$ cat config.mk
export PLATFORM = sky130hd
export DESIGN_NAME = serial_adder_seq
export DESIGN_NICKNAME = d
export VERILOG_FILES = /design/src/rtl/serial_adder_seq.sv
export SDC_FILE = /design/constraint.sdc
export NUM_CORES = 1
export LEC_CHECK = 0
export BUFFER_PORTS_ARGS = -buffer_cell sky130_fd_sc_hd__buf_2
export CORE_ASPECT_RATIO = 0.75
export CORE_MARGIN = 2
export CORE_UTILIZATION = 61
export CTS_BUF_LIST = sky130_fd_sc_hd__clkbuf_2 sky130_fd_sc_hd__clkbuf_4 sky130_fd_sc_hd__clkbuf_8
export CTS_CLUSTER_SIZE = 24
export DETAILED_ROUTE_END_ITERATION = 8
export GPL_TIMING_DRIVEN = 0
export PLACE_DENSITY_LB_ADDON = 0.1
export SLEW_MARGIN = 10
export SYNTH_ARGS = -nofsm -noshare
export SYNTH_HDL_FRONTEND = slang
export SYNTH_SLANG_ARGS = --single-unit
$ cat constraint.sdc
create_clock -name clk -period 4 [get_ports clk]
set_input_delay 0.4 -clock clk [delete_from_list [all_inputs] [get_ports clk]]
set_output_delay 0.4 -clock clk [all_outputs]
set_load 0.01 [all_outputs]
$ cat src/rtl/serial_adder_seq.sv
// serial_adder_seq: bit-serial adder/subtractor.
// One operand bit is consumed per clock (LSB first) through a registered
// carry. Sub=0 computes A+B+Cin, Sub=1 computes A-B as A+~B+1, so Carry=1
// in subtract mode means "no borrow" (A >= B unsigned).
//
// Handshake: start is accepted only on a rising edge where ready=1 (IDLE).
// Operands, Cin and Sub are captured on that edge and are ignored afterwards.
// busy is high while bits are being processed (RUN). done pulses high for
// exactly one cycle (DONE) when Sum/Carry have just been updated. start seen
// while busy or done is dropped, never queued. ready/busy/done are decoded
// from the state register only, so they have no combinational input path.
module serial_adder_seq #(
  parameter int WIDTH = 8
) (
  input  logic             clk,
  input  logic             rst,
  input  logic             start,
  input  logic             Sub,
  input  logic [WIDTH-1:0] A,
  input  logic [WIDTH-1:0] B,
  input  logic             Cin,
  output logic             ready,
  output logic             busy,
  output logic             done,
  output logic [WIDTH-1:0] Sum,
  output logic             Carry
);

  // The bit counter must be able to hold WIDTH, hence the extra bit.
  localparam int CW = $clog2(WIDTH) + 1;
  localparam logic [CW-1:0] CNT_LAST = CW'(WIDTH - 1);

  typedef enum logic [1:0] {
    S_IDLE = 2'd0,
    S_RUN  = 2'd1,
    S_DONE = 2'd2
  } state_t;

  state_t state;
  state_t state_nx;

  logic [WIDTH-1:0] a_sh;
  logic [WIDTH-1:0] b_sh;
  logic [WIDTH-1:0] sh_sum;
  logic             c;
  logic [CW-1:0]    cnt;

  logic             accept;
  logic             last_bit;
  logic             s;
  logic             c_nx;
  logic [WIDTH-1:0] sum_nx;

  // Handshake and bit-slice combinational terms.
  always_comb begin
    accept   = (state == S_IDLE) && start;
    last_bit = (state == S_RUN) && (cnt == CNT_LAST);
    s        = a_sh[0] ^ b_sh[0] ^ c;
    c_nx     = (a_sh[0] & b_sh[0]) | (a_sh[0] & c) | (b_sh[0] & c);
    // New bit enters at the MSB; after WIDTH shifts the LSB of the result
    // has reached bit 0. Written as shifts so WIDTH=1 needs no special case.
    sum_nx   = (sh_sum >> 1) | (WIDTH'(s) << (WIDTH - 1));
  end

  // State register.
  always_ff @(posedge clk) begin
    if (rst) begin
      state <= S_IDLE;
    end else begin
      state <= state_nx;
    end
  end

  // Next-state logic: IDLE -> RUN on accept, RUN -> DONE on last bit,
  // DONE always returns to IDLE.
  always_comb begin
    state_nx = state;
    case (state)
      S_IDLE: if (start)    state_nx = S_RUN;
      S_RUN:  if (last_bit) state_nx = S_DONE;
      S_DONE:               state_nx = S_IDLE;
      default:              state_nx = S_IDLE;
    endcase
  end

  // Status outputs decode straight from the state register.
  always_comb begin
    ready = (state == S_IDLE);
    busy  = (state == S_RUN);
    done  = (state == S_DONE);
  end

  // Serial datapath: load on accept, one bit per RUN edge, publish result
  // on the final RUN edge. Sum/Carry hold at all other times.
  always_ff @(posedge clk) begin
    if (rst) begin
      a_sh   <= '0;
      b_sh   <= '0;
      sh_sum <= '0;
      c      <= 1'b0;
      cnt    <= '0;
      Sum    <= '0;
      Carry  <= 1'b0;
    end else if (accept) begin
      a_sh   <= A;
      b_sh   <= Sub ? ~B : B;
      c      <= Sub ? 1'b1 : Cin;
      sh_sum <= '0;
      cnt    <= '0;
    end else if (state == S_RUN) begin
      a_sh   <= a_sh >> 1;
      b_sh   <= b_sh >> 1;
      c      <= c_nx;
      sh_sum <= sum_nx;
      cnt    <= cnt + 1'b1;
      if (last_bit) begin
        Sum   <= sum_nx;
        Carry <= c_nx;
      end
    end
  end

endmodule

# Word-level counts from Yosys, hierarchy flattened
# Index checks and enable logic that the tools add are counted.
word_totals:
  regBits: 40
  out_inout_bits: 12
classes:
  add_sub_neg: 1
  n_eq_ne: 5
  muxes: 11
  bitwise_logic: 10
  reduce_logical: 7
ops:
  columns: ["op", "n"]
  rows:
  - ["8-bit two-way mux", 5]
  - ["8-bit inverter", 1]
  - ["7-bit by 8-bit OR with 8-bit output", 1]
  - ["4-bit by 1-bit adder with 4-bit output (second input constant)", 1]
  - ["4-bit by 3-bit equality test with 1-bit output (second input constant)", 1]
  - ["2-bit two-way mux", 2]
  - ["2-bit case mux with 2 select lines", 1]
  - ["1-bit bitwise AND", 3]
  - ["1-bit two-way mux", 3]
  - ["3-bit AND reduction", 1]
  - ["2-bit by 1-bit equality test with 1-bit output (second input constant)", 1]
  - ["2-bit equality test (second input constant)", 1]
  - ["1-bit logical AND", 2]
  - ["2-bit logical NOT", 1]
  - ["2-bit by 1-bit != test with 1-bit output (second input constant)", 1]
  - ["2-bit != test (second input constant)", 1]
  - ["1-bit OR", 2]
  - ["2-bit AND reduction", 1]
  - ["2-bit nonzero test", 1]
  - ["2-bit OR reduction", 1]
  - ["1-bit bitwise XOR", 2]
  - ["1-bit inverter", 1]

# Depth between registers and ports, before layout
# Gate-level depths: netlist of run 1.
depth:
  word_depth: 5
  ltp_mapped: 6
  ltp_nobuf: 4

# Least setup slack after synthesis of run 1
# No wires, ideal clock.
synth_path:
  kind: "flip-flop to output port"
  start: "reg state[1]"
  end: "out busy"
  arrival_time_ns: 0.962
  required_time_ns: 3.600
  path_slack_ns: 2.638
  path_stages_with_launch: 5
  n_path_buf: 2
  path_cell_list: "dfxtp_1 -> buf_6 -> nand2b_1 -> clkinv_1 -> buf_2"
synth_between:
  elab_chain_cells: 1
synth_lines:
  columns: ["element", "line", "text"]
  rows:
  - ["start: declaration", "39", "state_t state;"]
  - ["start signal: assignment", "70", "state <= state_nx;"]
  - ["2-bit by 1-bit equality test with 1-bit output", "89", "busy = (state == S_RUN);"]
  - ["end: declaration", "23", "output logic busy,"]
# Every way passes these cells.

# Worst setup path after layout of run 1
# Ends and elaborated chain as after synthesis.

==> results.sh, run 1 <==
export IMPL_outcome="finished clean"
export IMPL_ys_seq_area_frac=0.457
export IMPL_postLayoutCoreUtil=0.751
export IMPL_ys_async_sr_fraction=0
export IMPL_hpwl_mm=2.59
export IMPL_yosys_area_top_type="dfxtp_1"
export IMPL_worstPathCellList="buf_6 -> nand2b_1 -> clkinv_1 -> buf_2 -> buf_2"
export IMPL_clock_power_share=0.323
export IMPL_worst_r2r_cell_count=5
export IMPL_tightest_slew_ps=588
export IMPL_hold_buffers=0
export IMPL_pre_cts_ws_ps=2300
export IMPL_yosys_top_cells_area="dfxtp_1 (46%), nand2b_1 (7.7%), a21oi_1 (5.6%)"
export IMPL_rsz0062_at_grt="no"
export IMPL_worstPathArrival_ps=1610
export IMPL_globalRouteTotalUtil=0.248
export IMPL_cp_slowest_cell="dfxtp_1"
export IMPL_port_buffers=31
export IMPL_reg2reg_to="Sum[1]"
export IMPL_postCtsSetupBuffers=0
export IMPL_ys_ff_latch=39
export IMPL_power_mw=0.750
export IMPL_reg2reg_setup_slack_ps=2510
export IMPL_die_x_um=65.1
export IMPL_drc=0
export IMPL_path_clk_slew_ps=70
export IMPL_syn_to_final_growth_pct=16.2
export IMPL_core_area_um2=2640
export IMPL_final_cell_mix="dfxtp_1 (39), buf_2 (37), nand2_1 (25), nand2b_1 (21), nor2_1 (20)"
export IMPL_ant_nets=0
export IMPL_place_area_um2=1910
export IMPL_p_per_area_nw_per_um2=378
export IMPL_critPathTopFamily="buffers and inverters"
export IMPL_dp_cells=256
export IMPL_grt_pass1_vias=1355
export IMPL_grt_overflow_total=0
export IMPL_netlist_instances=189
export IMPL_seq_power_share=0.553
export IMPL_hold_end="a_sh[7]"
export IMPL_syn_nets=212
export IMPL_place_gp_congestion=0.771
export IMPL_leakage_nw=0.765
export IMPL_vdd_ir_drop_worst_uv=250
export IMPL_start_kind="flop"
export IMPL_final_common_cell="dfxtp_1"
export IMPL_grt_pass1_wl_mm=6.06
export IMPL_finalHoldViolCount=0
export IMPL_cts_htree_levels=2
export IMPL_fill_cells=208
export IMPL_synth_avg_cell_area_um2=9.04
export IMPL_p_int_mw=0.570
export IMPL_die_area_um2=3240
export IMPL_io_pins=33
export IMPL_cpPeakStageDelay_ps=330
export IMPL_finalSetupViolations=0
export IMPL_critical_path_class="flop to output pin"
export IMPL_vias=1407
export IMPL_worstHoldStart="A[7]"
export IMPL_synth_top_area_share=0.457
export IMPL_rows=16
export IMPL_grt_max_degree=11
export IMPL_finish_instance_area_um2=1980
export IMPL_drive_gt1_frac=0.217
export IMPL_fin_worst_skew_ps=3.34
export IMPL_setup_ws_ps=1990
export IMPL_crit_path_frequent_cell="buf_2"
export IMPL_cp_max_fo=10
export IMPL_cts_tree="done"
export IMPL_nets=250
export IMPL_holdWs_ps=362
export IMPL_finalCritPeriodShare=0.504
export IMPL_cp_required_ps=3600
export IMPL_numCtsBuffers=5
export IMPL_cts_sinks=39
export IMPL_n_antenna_cell=0
export IMPL_cts_resized=0
export IMPL_slew_headroom=0.606
export IMPL_cp_buffers_inverters=4
export IMPL_start_util=0.646
export IMPL_cap_violations=0
export IMPL_max_freq_mhz=496
export IMPL_syn_area_um2=1710
export IMPL_holdPathStages=3
export IMPL_synth_main_ff_cell="dfxtp_1"
export IMPL_root_buffer="clkbuf_8"
export IMPL_clock_latency_ps=290
export IMPL_cts_buffer_depth=2
export IMPL_synth_enable_flop_cells=0
export IMPL_antenna_found_initial=0
export IMPL_fin_crit_ps=2010
export IMPL_endpoint_kind="output pin"
export IMPL_hp_class="input port to flop"
export IMPL_comb_power_share=0.124
export IMPL_wl_mm=3.54
export IMPL_power_switching_mw=0.180
export IMPL_routed_via_density=5.37
export IMPL_dr_pass1_iters=4
export IMPL_rr_startpoint="state[1]"
export IMPL_wl_per_cell_um=13.5
export IMPL_post_synth_num_cell_types=30
export IMPL_drt_initial_drc_count=48
export IMPL_drv_slew=0
export IMPL_fin_setup_tns_ps=0
export IMPL_synthesis_yosys_warnings=0
export IMPL_stdcell_count=262
export IMPL_power_switching_share=0.241
export IMPL_die_h_um=49.8
==> kinds of logic after synthesis <==
family                     share of synthesized area
AOI/OAI and AO/OA                              0.147
xor gates and xnor gates                      0.0513
adders and majority gates                     0.0190
buffers and inverters                         0.0440
DFF                                            0.457
muxes                                         0.0527
and+or+nand+nor                                0.229
==> worst max-delay path by stage <==
stage / start / to / slack (ps) / cells past startpoint
final: state[1] / busy / 1990 / 5
after global routing: state[1] / busy / 1890 / 5
after CTS: state[1] / busy / 1980 / 5
after detailed placement: state[1] / busy / 2300 / 5
after global placement: state[1] / busy / 2340 / 5
after floorplan: state[1] / busy / 2640 / 4
==> sequential cells by signal, indices dropped and copies added (netlist names) <==
name    flops
state       2
sh_sum      7
a_sh        8
cnt         4
Sum         8
c           1
b_sh        8
Carry       1
==> synthesized netlist by cell type, types with 2 or more instances <==
cell	number
xor2_1	2
xnor2_1	8
buf_6	2
nor2_1	20
nand2_1	25
clkbuf_1	3
a221o_1	7
mux2i_1	9
dfxtp_1	39
nand3b_1	2
a21oi_1	19
o21ai_0	3
buf_2	6
nand2b_1	21
a211oi_1	6
nand3_1	3
==> final cells by class <==
type	instances	area, µm²	area share
Buffer	12	71.3	0.0359
Clock buffer	6	76.3	0.0385
Inverter	1	3.75	0.00189
Multi-Input combinational cell	137	852	0.429
Sequential cell	39	781	0.393
Tap cell	36	45.0	0.0227
Timing Repair Buffer	31	155	0.0782
==> power groups by stage <==
stage	Clock [mW]	Combinational [mW]	Sequential [mW]
final	0.242	0.0929	0.415
after global routing	0.264	0.104	0.417
after CTS	0.250	0.0933	0.415
after detailed placement	0	0.0928	0.423
after global placement	0	0.0888	0.423
after floorplan	0	0.0657	0.421
==> worst min-delay path: cells and delay by family <==
family / cells / cell delay (ps)
buffers and inverters: 1 / 100
and+or+nand+nor: 1 / 50
AOI/OAI and AO/OA: 1 / 50
==> routing by layer <==
metal	GRT usage	wire, µm
met1	0.312	1670
met2	0.402	1620
met3	0.0753	189
met4	0.0938	59
met5	0	0
(Power assumes the default switching activity.)
==> run 2: changes to the inputs <==
CORE_UTILIZATION = 51   (was 61)
clock period = 1.8 ns   (was 4 ns; I/O delays follow)
==> run 2 against run 1 <==
  * Sequential share of layout area is 0.56 points lower
  * Non-clock buffer count grew 1
  * Total power is 130% higher
  * Sequential power increased by 120%
  * Cell area up 1.5%
  * Via count is 0.43% higher
==> results.sh, run 2 (synthesized netlist as in run 1, its figures left out) <==
export IMPL_die_h_um=54.1
export IMPL_top_regs="Sum x8, a_sh x8, b_sh x8"
export IMPL_cts_htree_levels=2
export IMPL_cts_buffer_depth=2
export IMPL_outcome="finished clean"
export IMPL_hpwl_mm=2.45
export IMPL_vias=1413
export IMPL_max_freq_mhz=623
export IMPL_drt_initial_drc_count=59
export IMPL_rows=18
export IMPL_clock_latency_ps=290
export IMPL_globalRouteTotalUtil=0.193
export IMPL_worstPathArrival_ps=1430
export IMPL_final_cell_mix="dfxtp_1 (39), buf_2 (37), nand2_1 (25), nand2b_1 (21), nor2_1 (20)"
export IMPL_grt_pass1_wl_mm=5.71
export IMPL_cts_sinks=39
export IMPL_port_buffers=31
export IMPL_fin_setup_tns_ps=0
export IMPL_path_clk_slew_ps=70
export IMPL_wl_per_cell_um=12.7
export IMPL_crit_path_frequent_cell="buf_2"
export IMPL_syn_to_final_growth_pct=17.9
export IMPL_die_area_um2=3830
export IMPL_wl_mm=3.42
export IMPL_start_kind="flop"
export IMPL_vdd_ir_drop_worst_uv=587
export IMPL_cp_slowest_cell="dfxtp_1"
export IMPL_drv_slew=0
export IMPL_routed_via_density=5.25
export IMPL_hp_class="input port to flop"
export IMPL_p_per_area_nw_per_um2=853
export IMPL_cpPeakStageDelay_ps=320
export IMPL_postLayoutCoreUtil=0.621
export IMPL_cp_required_ps=1620
export IMPL_n_antenna_cell=0
export IMPL_antenna_found_initial=0
export IMPL_place_gp_congestion=0.782
export IMPL_finalCritPeriodShare=0.892
export IMPL_leakage_nw=0.776
export IMPL_start_util=0.527
export IMPL_grt_overflow_total=0
export IMPL_slew_headroom=0.606
export IMPL_drc=0
export IMPL_cp_max_fo=10
export IMPL_dr_pass1_iters=4
export IMPL_ant_nets=0
export IMPL_nets=251
export IMPL_grt_max_degree=12
export IMPL_numCtsBuffers=5
export IMPL_tightest_slew_ps=589
export IMPL_fin_worst_skew_ps=4.41
export IMPL_cts_tree="done"
export IMPL_final_common_cell="dfxtp_1"
export IMPL_cap_violations=0
export IMPL_root_buffer="clkbuf_8"
export IMPL_drive_gt1_frac=0.231
export IMPL_core_area_um2=3240
export IMPL_worstPathCellList="buf_6 -> nand2b_1 -> clkinvlp_4 -> buf_2 -> buf_2"
export IMPL_io_pins=33
export IMPL_reg2reg_setup_slack_ps=250
export IMPL_endpoint_kind="output pin"
export IMPL_die_x_um=70.8
export IMPL_rsz0062_at_grt="no"
export IMPL_finalSetupViolations=0
export IMPL_grt_pass1_vias=1252
export IMPL_finalHoldViolCount=0
export IMPL_critical_path_class="flop to output pin"
export IMPL_fin_crit_ps=1610
[run 2: final cells by class]
type	count	area, µm²
fillers	297	1230
multi-input cells	137	852
flip-flops and latches	39	781
repair buffers	32	163
clock buffers	7	83.8
plain buffers	12	71.3
well taps	40	50.0
inverters	1	7.51
clock inverters	1	5.00
[run 2: timing repair]
| action | 4_1_cts | 5_1_grt |
|---|---|---|
| hold buffers | 0 | 0 |
| buffers inserted | 0 | 1 |
| endpoints found under the setup margin | 0 | 1 |
| gates resized for setup | 0 | 1 |
[run 2: worst max-delay path: cells and delay by family (launching register included)]
family,cells,cell delay [ps]
buffers and inverters,4,590
AND/OR/NAND/NOR,1,220
flip-flops,1,320
[run 2: final timing paths]
| path | startpoint | endpoint | depth (start not counted) |
|---|---|---|---|
| max reg2reg | state[1] | Sum[6] | 5 |
| min | A[7] | a_sh[7] | 3 |
| min reg2reg | sh_sum[1] | sh_sum[1] | 2 |
| max | state[1] | busy | 5 |
[run 2: routing by layer]
layer / vias up / part of all wire / GRT usage
met3: 5 / 0.049 / 0.0562
li1: 718 / - / -
met2: 26 / 0.44 / 0.283
met5: - / 0 / 0
met4: 0 / 0.013 / 0.0755
met1: 664 / 0.50 / 0.269
[run 2: power by group]
group          total, mW  internal, mW  switching (mW)
Clock              0.586         0.302           0.284
Sequential         0.922         0.900          0.0224
Combinational      0.210        0.0956           0.114
Total               1.72          1.30           0.421
[run 2: through the flow]
stage	hold WS, ps	std cells	cell area (µm²)	power (mW)	setup WS [ps]
final	132	269	2010	1.72	194
after global routing	150	269	2010	1.80	98.8
after CTS	127	268	2000	1.73	25.7
after detailed placement	431	260	1910	1.15	291
after global placement	431	260	1910	1.14	326
after floorplan	316	189	1710	1.08	496
==> run 3: changes to the inputs <==
--- a/config.mk
+++ b/config.mk
@@ -7,7 +7,9 @@
 export LEC_CHECK = 0
 export BUFFER_PORTS_ARGS = -buffer_cell sky130_fd_sc_hd__buf_2
+export CELL_PAD_IN_SITES_DETAIL_PLACEMENT = 1
+export CELL_PAD_IN_SITES_GLOBAL_PLACEMENT = 2
 export CORE_ASPECT_RATIO = 0.75
 export CORE_MARGIN = 2
-export CORE_UTILIZATION = 51
+export CORE_UTILIZATION = 31
 export CTS_BUF_LIST = sky130_fd_sc_hd__clkbuf_2 sky130_fd_sc_hd__clkbuf_4 sky130_fd_sc_hd__clkbuf_8
 export CTS_CLUSTER_SIZE = 24
==> constraint.sdc (replaced) <==
create_clock -name clk -period 1.8 [get_ports clk]
set_input_delay 0.09 -clock clk [delete_from_list [all_inputs] [get_ports clk]]
set_output_delay 0.09 -clock clk [all_outputs]
set_load 0.01 [all_outputs]
==> run 3 against run 2 <==
  * Global-route usage fell by 4.8 points
  * Critical endpoint is now Sum[3]
  * Wire length rose by 18%
  * Count of clock-buffer cells in the layout did not move
  * Die area rose by 60%
  * Combinational power rose by 2%
  * Highest routed layer unchanged
  * Clock power rose by 11%
  * Non-clock buffer count did not move
==> results.sh, run 3 (synthesized netlist as in run 1, its figures left out) <==
export IMPL_core_area_um2=5320
export IMPL_cpPeakStageDelay_ps=330
export IMPL_die_x_um=89.7
export IMPL_start_util=0.321
export IMPL_hpwl_mm=2.98
export IMPL_globalRouteTotalUtil=0.145
export IMPL_cp_slowest_cell="nor2_4"
export IMPL_place_gp_congestion=0.713
export IMPL_hold_buffers=0
export IMPL_syn_to_final_growth_pct=21.3
export IMPL_ant_nets=0
export IMPL_final_cell_mix="dfxtp_1 (39), buf_2 (37), nand2_1 (25), nand2b_1 (21), nor2_1 (20)"
export IMPL_fin_crit_ps=1540
export IMPL_port_buffers=31
export IMPL_finalHoldViolCount=0
export IMPL_final_common_cell="dfxtp_1"
export IMPL_antenna_found_initial=0
export IMPL_max_freq_mhz=647
export IMPL_routed_via_density=4.59
export IMPL_numCtsBuffers=5
export IMPL_pre_cts_ws_ps=296
export IMPL_critical_path_class="flop to flop"
export IMPL_cp_required_ps=2010
export IMPL_wl_per_cell_um=13.3
export IMPL_nets=251
export IMPL_leakage_nw=0.778
export IMPL_finalSetupViolations=0
export IMPL_io_pins=33
export IMPL_die_h_um=68.3
export IMPL_outcome="finished clean"
export IMPL_start_kind="flop"
export IMPL_endpoint_kind="flop"
export IMPL_die_area_um2=6130
export IMPL_rows=23
export IMPL_holdWs_ps=34.3
export IMPL_tightest_slew_ps=638
export IMPL_fin_setup_tns_ps=0
export IMPL_wl_mm=4.04
export IMPL_slew_headroom=0.573
export IMPL_grt_max_degree=13
export IMPL_drc=0
export IMPL_p_per_area_nw_per_um2=863
export IMPL_root_buffer="clkbuf_8"
export IMPL_drt_initial_drc_count=56
export IMPL_finish_instance_area_um2=2070
export IMPL_worstPathCellList="buf_6 -> nand2b_1 -> buf_2 -> nor2_4 -> mux2i_1"
export IMPL_dr_pass1_iters=4
export IMPL_vias=1394
export IMPL_finalCritPeriodShare=0.858
export IMPL_clock_latency_ps=290
export IMPL_cts_tree="done"
export IMPL_cts_sinks=39
export IMPL_n_antenna_cell=0
export IMPL_drive_gt1_frac=0.231
export IMPL_grt_pass1_wl_mm=7.00
export IMPL_top_regs="Sum x8, a_sh x8, b_sh x8"
export IMPL_cp_max_fo=10
export IMPL_rsz0062_at_grt="no"
export IMPL_cap_violations=0
export IMPL_hp_class="input port to flop"
export IMPL_path_clk_slew_ps=80
export IMPL_setup_ws_ps=255
export IMPL_fin_worst_skew_ps=6.75
export IMPL_drv_slew=0
export IMPL_vdd_ir_drop_worst_uv=359
export IMPL_cts_htree_levels=2
export IMPL_place_area_um2=1960
export IMPL_worstPathArrival_ps=1760
export IMPL_grt_pass1_vias=1446
export IMPL_power_mw=1.79
export IMPL_grt_overflow_total=0
export IMPL_cts_buffer_depth=2
[run 3: changes by cell type in the layout (fill, tap and decap cells not counted)]
cell / delta
clkinv_2: -1
clkinvlp_4: +1
clkbuf_8: +2
clkbuf_4: -2
[run 3: layer usage]
| layer | part of all wire | vias to the layer above | global-route usage |
|---|---|---|---|
| met1 | 0.52 | 648 | 0.190 |
| li1 | - | 719 | - |
| met4 | 0.010 | 0 | 0.0538 |
| met3 | 0.038 | 5 | 0.0407 |
| met5 | 0 | - | 0 |
| met2 | 0.43 | 22 | 0.231 |
[run 3: cell type report]
cell class,count,area (µm²)
sequential,39,781
tap,75,93.8
clock buffer,7,96.3
clock inverter,1,7.51
buffer,12,71.3
inverter,1,7.51
timing repair buffer,32,163
multi-input combinational,137,852
fill,642,3250
[run 3: timing repair]
item	4_1_cts	5_1_grt
endpoints found under the hold margin	0	0
resized for setup	0	1
setup buffers	0	1
setup endpoints to repair	0	1
[run 3: per-stage QoR]
stage | utilization | cells
detailed placement | 0.368 | 295
CTS | 0.387 | 303
global route | 0.389 | 304
finish | 0.389 | 304
floorplan | - | 189
global placement | 0.368 | 295
[run 3: report_power, final]
| part | switching [mW] | total [mW] | internal [mW] |
|---|---|---|---|
| combinational | 0.119 | 0.215 | 0.0957 |
| clock | 0.303 | 0.651 | 0.348 |
| sequential | 0.0222 | 0.922 | 0.899 |
[run 3: path summary, 6_finish.rpt]
check,startpoint,endpoint,slack [ps],depth (start not counted)
worst max-delay path,state[1],Sum[3],260,5
worst min register to register,sh_sum[1],sh_sum[1],480,2
worst max register to register,state[1],Sum[3],260,5
worst min-delay path,A[7],a_sh[7],30,3
[run 3: worst max-delay path: cells and delay by family, from the launching register on]
| family | cells | cell delay [ps] |
|---|---|---|
| AND/OR/NAND/NOR | 2 | 550 |
| flip-flops | 1 | 310 |
| multiplexers | 1 | 230 |
| buffers and inverters | 2 | 370 |
